File: src/rtl/rx_cmd_output_ctrl.sv
`default_nettype none
// ============================================================================
// Module      : rx_cmd_output_ctrl
// Description : Decodes single-byte UART commands into per-channel timed
//               output pulses. Byte CMD_BASE+i switches channel i on for
//               ON_CYCLES clocks; OFF_CMD switches every channel off; any
//               other byte raises a one-cycle command-error pulse.
// Revision    : 1.0 - initial release
// ============================================================================
module rx_cmd_output_ctrl #(
   parameter int         NUM_CH    = 4,
   parameter logic [7:0] CMD_BASE  = 8'd54,
   parameter logic [7:0] OFF_CMD   = 8'd48,
   parameter int         ON_CYCLES = 50000000,
   parameter int         CNT_W     = 26,
   parameter int         RETRIGGER = 1
) (
   input  logic              clk,
   input  logic              rst_n,
   input  logic              rxDone,
   input  logic [7:0]        rxData,
   output logic [NUM_CH-1:0] outControl,
   output logic [NUM_CH-1:0] doneStrobe,
   output logic              cmdErr,
   output logic              busy
);

   typedef enum logic {
      S_IDLE = 1'b0,
      S_ON   = 1'b1
   } ch_state_t;

   localparam logic [CNT_W-1:0] c_last = CNT_W'(ON_CYCLES - 1);
   localparam logic [CNT_W-1:0] c_one  = CNT_W'(1);

   logic              r_rx_d;      // rxDone history (previous cycle)
   logic              r_rx_armed;  // rxDone has been seen low since reset
   logic              r_cmd_err;
   logic              w_accept;
   logic              w_off;
   logic [NUM_CH-1:0] w_hit_vec;

   // A byte is taken only on a rising rxDone. The armed flag keeps a strobe
   // that was already high when reset released from counting as a new edge.
   assign w_accept = rxDone && !r_rx_d && r_rx_armed;
   assign w_off    = w_accept && (rxData == OFF_CMD);

   // rxDone edge-detect history and post-reset arming
   always_ff @(posedge clk or negedge rst_n) begin
      if (!rst_n) begin
         r_rx_d     <= 1'b0;
         r_rx_armed <= 1'b0;
      end else begin
         r_rx_d     <= rxDone;
         r_rx_armed <= r_rx_armed || !rxDone;
      end
   end

   // Error pulse for an accepted byte that matches no command
   always_ff @(posedge clk or negedge rst_n) begin
      if (!rst_n) begin
         r_cmd_err <= 1'b0;
      end else begin
         r_cmd_err <= w_accept && !w_off && (w_hit_vec == '0);
      end
   end

   for (genvar gi = 0; gi < NUM_CH; gi++) begin : g_ch
      localparam logic [7:0] c_cmd = 8'(CMD_BASE + gi);

      ch_state_t        r_state;
      ch_state_t        w_state_nxt;
      logic [CNT_W-1:0] r_cnt;
      logic [CNT_W-1:0] w_cnt_nxt;
      logic             r_done;
      logic             w_done_nxt;

      assign w_hit_vec[gi] = w_accept && (rxData == c_cmd);

      // Channel state, on-time counter and done pulse registers
      always_ff @(posedge clk or negedge rst_n) begin
         if (!rst_n) begin
            r_state <= S_IDLE;
            r_cnt   <= '0;
            r_done  <= 1'b0;
         end else begin
            r_state <= w_state_nxt;
            r_cnt   <= w_cnt_nxt;
            r_done  <= w_done_nxt;
         end
      end

      // Next state: OFF beats everything, then (re)activation, then timing.
      // A retrigger landing on the expiry cycle restarts instead of expiring.
      always_comb begin
         w_state_nxt = r_state;
         w_cnt_nxt   = r_cnt;
         w_done_nxt  = 1'b0;
         if (w_off) begin
            w_state_nxt = S_IDLE;
            w_cnt_nxt   = '0;
         end else if (w_hit_vec[gi] && ((r_state == S_IDLE) || (RETRIGGER != 0))) begin
            w_state_nxt = S_ON;
            w_cnt_nxt   = '0;
         end else if (r_state == S_ON) begin
            if (r_cnt == c_last) begin
               w_state_nxt = S_IDLE;
               w_cnt_nxt   = '0;
               w_done_nxt  = 1'b1;
            end else begin
               w_cnt_nxt   = r_cnt + c_one;
            end
         end
      end

      assign outControl[gi] = (r_state == S_ON);
      assign doneStrobe[gi] = r_done;
   end

   assign cmdErr = r_cmd_err;
   assign busy   = |outControl;

endmodule
`default_nettype wire

File: config.mk
export PLATFORM = sky130hd
export DESIGN_NAME = rx_cmd_output_ctrl
export DESIGN_NICKNAME = d
export VERILOG_FILES = /design/src/rtl/rx_cmd_output_ctrl.sv
export SDC_FILE = /design/constraint.sdc
export NUM_CORES = 1
export LEC_CHECK = 0
export ABC_CLOCK_PERIOD_IN_PS = 2500
export CORE_UTILIZATION = 45
export DETAILED_ROUTE_END_ITERATION = 10
export GPL_ROUTABILITY_DRIVEN = 0
export GPL_TIMING_DRIVEN = 0
export PLACE_DENSITY_LB_ADDON = 0.12
export REMOVE_ABC_BUFFERS = 1
export SYNTH_ARGS = -nofsm -noshare
export SYNTH_HDL_FRONTEND = slang
export SYNTH_SLANG_ARGS = --single-unit
File: constraint.sdc
create_clock -name clk -period 2.5 [get_ports clk]
set_input_delay 0.375 -clock clk [delete_from_list [all_inputs] [get_ports clk]]
set_output_delay 0.375 -clock clk [all_outputs]
set_load 0.02 [all_outputs]
After elaboration in Yosys (flattened, before gate mapping):

Cells that the tools add are included.
Widths: inputs -> output; s select.

* bits in registers: 115
* input port bits: 11
* output and inout port bits: 10
* word-level logic and storage cells: 95

* add/subtract/negate cells: 4
* equal/unequal tests: 9
* muxes and demuxes: 48
* reduce and logical (&&, ||, !) cells: 19

Operators by type and width (count)
* $mux 26: 16
* $add 26x1->26 const B: 4
* $eq 26x26->1 const B: 4
* $eq 8x6->1 const B: 5
* $mux 1: 32
* $reduce_bool 3->1: 4
* $logic_and 1x1->1: 9
* $logic_not 4->1: 1
* $reduce_or 4->1: 1
* $logic_not 1->1: 3
* $logic_or 1x1->1: 1

Depth between registers and ports, before layout:

Gate-level depths: netlist (run 1).

* depth in word-level cells: 7
* mapped depth: 9
* mapped depth without buffers: 6

Least setup slack after synthesis (run 1):

OpenSTA, ideal clock, no wires.

* path kind: reg-to-reg
* start point: register g_ch[3].r_cnt[0]
* end point: register g_ch[3].r_cnt[10]
* library setup time: 0.126 ns
* arrival time: 2.036 ns
* data required time: 2.374 ns
* slack: 0.338 ns
* stages on the path, launching flop included: 8
* buffers on the path: 1
* clock period less this slack: 2.162 ns
* path through: dfrtp_1 -> ha_1 -> nand4_2 -> or4_4 -> o21ai_4 -> buf_2 -> nor3_1 -> a221o_1

* cells in the longest elaborated chain, start to end: 5
* elaborated cells between the ends (all ways): 6
* those cells by class: add/sub: 1; eq/ne: 1; mux: 4

RTL lines
* from (decl): line 73 `logic [CNT_W-1:0] r_cnt;`
* from (signal assigned): line 88 `r_cnt <= w_cnt_nxt;`
* $add 26x1->26 / $eq 26x26->1 (equally long branches): line 111, 106
* $mux 26 (*): line 106 `if (r_cnt == c_last) begin`
* $mux 26 (*): line 105 `end else if (r_state == S_ON) begin`
* $mux 26 (*): line 102 `end else if (w_hit_vec[gi] && ((r_state == S_IDLE) || (RETRIGGER != 0))) begin`
* $mux 26 (*): line 99 `if (w_off) begin`

Every way passes the cells marked *; elsewhere a longest branch is shown, timed or not. The select of a mux whose other input is x is not followed.
A chain may end at the register's enable or synchronous reset.

Final worst setup path (run 1):

* start point: register g_ch[3].r_cnt[0]
* end point: register g_ch[3].r_cnt[3]

Same word-level chain as after synthesis.

==> metrics.yaml, run 1 <==
run_status:
  status: "complete, no violations"
critical_path:
  crit_type: "register to register"
  slowest_stage: "or4_4"
  max_stage_delay_ps: 580
  cp.required_ps: 2800
  endpoint_kind: "register"
  crit_fanout: 7
  worstPathCellList: "ha_1 -> nand4_2 -> or4_4 -> o21ai_4 -> buf_12 -> nor2_2 -> a221o_1"
  setup.worst_path.start_class: "register"
  worstPathArrival_ps: 2650
place:
  dp_hpwl_mm: 10.4
  io_buffer_count: 20
global_route:
  busiest_layer: "met2"
  globalRouteMet1Util: 0.312
  antenna_found_initial: 1
  grt_max_degree: 67
  grt_pass1_vias: 5549
  grt_overflow: 0
  grt_pass1_wl_mm: 27.5
  met2_usage: 0.361
  track_usage: 0.230
  grt_util_met3: 0.0614
finish:
  mostFrequentLayoutCell: "dfrtp_1"
  area_growth_syn_to_layout_pct: 15.3
  finalNetCount: 765
  n_antenna_cell: 0
  nFillCells: 1347
  layout_common_cells: "dfrtp_1, nand2_1, nand3_1, a21oi_1, a31oi_1"
  drive_gt1_frac: 0.0987
  final_util: 0.531
sta:
  fin_crit_ps: 2360
  period_share: 0.942
  whs_ps: 470
  clock.fmax_mhz: 425
  setup_tns_ps: 0
  setup_viol: 0
  rsz0062_at_grt: "yes"
  hold_viol: 0
  relSlewSlack: 0.311
  finalMaxSlewViolations: 0
  worstMarginPinSlew_ps: 1030
  finClkSkew_ps: 10.8
clock_tree:
  path_clk_slew_ps: 60
  cts_tree: "built"
  root_buffer: "clkbuf_16"
  cts_buffers: 17
  cts-htree-levels: 4
  cts.path.max_buffers: 2
  clock_latency_ps: 420
  clock-sinks: 115
synth:
  syn_inst: 746
  synth-edff-count: 0
  ys_warn_count: 0
  syn-cell-area_um2: 6690
  yosysSeqAreaShare: 0.430
  yosys_register_bits: 115
  syn_avg_cell_area_um2: 8.97
  yosys.cell_types.count: 70
  async_reset_ff_frac: 1.00
  synth-main-ff-cell: "dfrtp_1"
route:
  via_count: 5979
  drc: 0
  drt-pass1-iter-count: 5
  via_per_inst: 6.33
  wl_mm: 16.5
  drt_iter0_markers: 484
  antenna_left: 0
  routedWlPerCell_um: 17.5
floorplan:
  die_area_um2: 15400
  pin_count: 21
  num_rows: 44
  coreArea_um2: 14500
  die_w_um: 124
  die_h_um: 124
  start_util: 0.460
hold_path:
  min_path_type: "register to register"
flow_run:
  cap_violations: 0
power_and_ir_drop:
  irDropWorstVdd_uv: 495
  p_leak_uw: 0.00314
  p_per_area_nw_per_um2: 704
where the power goes:
part	internal (uW)	switching, uW	leakage [uW]	total (uW)
clock	1410	819	0.000268	2230
sequential	2130	346	0.00141	2470
combinational	345	388	0.00146	733
state kept, by name, summed over array words and instances (netlist names):
signal,flops
cmdErr,1
g_ch.r_cnt,104
g_ch.r_done,4
g_ch.r_state,4
r_rx_armed,1
r_rx_d,1
synthesized netlist by cell type, types with 6 or more instances:
library cell	instances	share of area
dfrtp_1	115	0.43
nand2_1	64	0.036
a21oi_1	51	0.038
nand3_1	50	0.037
a31oi_1	45	0.042
nor2_1	38	0.021
nand4_1	32	0.030
clkbuf_1	28	0.016
o21ai_0	27	0.020
nor3_1	25	0.019
inv_1	23	0.013
and3_1	19	0.018
nor4_1	13	0.012
a41oi_1	12	0.016
buf_2	11	0.0082
or3_1	11	0.010
and4_1	10	0.013
nand2b_1	10	0.0093
nor4b_1	10	0.013
buf_4	9	0.010
a21o_1	8	0.0090
and2_1	8	0.0075
nor3b_1	8	0.0090
o22a_1	8	0.010
xor2_1	8	0.010
a22o_1	6	0.0079
nor4_2	6	0.011
o21a_1	6	0.0067
stage by stage:
stage	area, um^2	cells	total power (uW)	worst slack, ps
after floorplan	6440	695	2950	-689
after global placement	6870	899	3160	-3660
after detailed placement	6980	903	3210	-1310
after CTS	7660	943	5470	-10.5
after global routing	7710	944	5720	-16.7
final	7710	944	5430	145
worst max-delay path: cells and delay by family, from the launching register on:
| family | cells | cell delay (ps) |
|---|---|---|
| buf+inv | 1 | 150 |
| compound gates | 2 | 540 |
| fa+ha+maj | 1 | 250 |
| simple gates | 3 | 870 |
| flops | 1 | 430 |
worst paths after layout:
path	from	endpoint	slack, ps	cells after the start
setup / recovery	g_ch[3].r_cnt[0]	g_ch[3].r_cnt[3]	140	7
hold / removal	g_ch[2].r_cnt[25]	g_ch[2].r_cnt[25]	470	1
setup reg to reg	g_ch[3].r_cnt[0]	g_ch[3].r_cnt[3]	140	7
hold reg to reg	g_ch[2].r_cnt[25]	g_ch[2].r_cnt[25]	470	1
max in group asynchronous	rst_n	g_ch[1].r_cnt[23]	1310	3
min in group asynchronous	rst_n	g_ch[2].r_cnt[8]	480	2
layer usage:
metal  share of wire  routed length, um
met1            0.48               7920
met2            0.47               7710
met3           0.043                701
met4          0.0080                132
met5         0.00061                 10
final cells by class:
class                           instances  area [um^2]  share of cell area
Tap cell                              184          230              0.0298
Sequential cell                       115         2880               0.373
Multi-Input combinational cell        561         3620               0.470
Timing Repair Buffer                   31          355              0.0461
Clock buffer                           26          519              0.0673
Clock inverter                          4         22.5             0.00292
Inverter                               23         86.3              0.0112
repair_timing:
item	in CTS	in global routing
setup buffers	6	0
endpoints found under the setup margin	63	58
hold endpoints to repair	49	0
hold buffers	1	0
pin swaps	4	1
cloned	3	1
gates resized for setup	12	7
cells by family after synthesis:
group,count (synthesis),synth area share
flip-flops,115,0.430
multiplexers,5,0.00804
XOR/XNOR,8,0.0105
buffers and inverters,74,0.0499
AND/OR/NAND/NOR,334,0.287
adder cells (fa/ha/maj),5,0.00935
AO/OA/AOI/OAI,205,0.206
No activity file was read; power rests on OpenSTA's default activity.
==> inputs of run 2 (changes only) <==
--- a/config.mk
+++ b/config.mk
@@ -7,6 +7,7 @@
 export LEC_CHECK = 0
 export ABC_CLOCK_PERIOD_IN_PS = 2500
 export CORE_UTILIZATION = 45
+export CTS_CLUSTER_SIZE = 14
 export DETAILED_ROUTE_END_ITERATION = 10
 export GPL_ROUTABILITY_DRIVEN = 0
 export GPL_TIMING_DRIVEN = 0
==> results of run 2 <==
The final DEF is identical to that of run 1; final timing and power are the same.
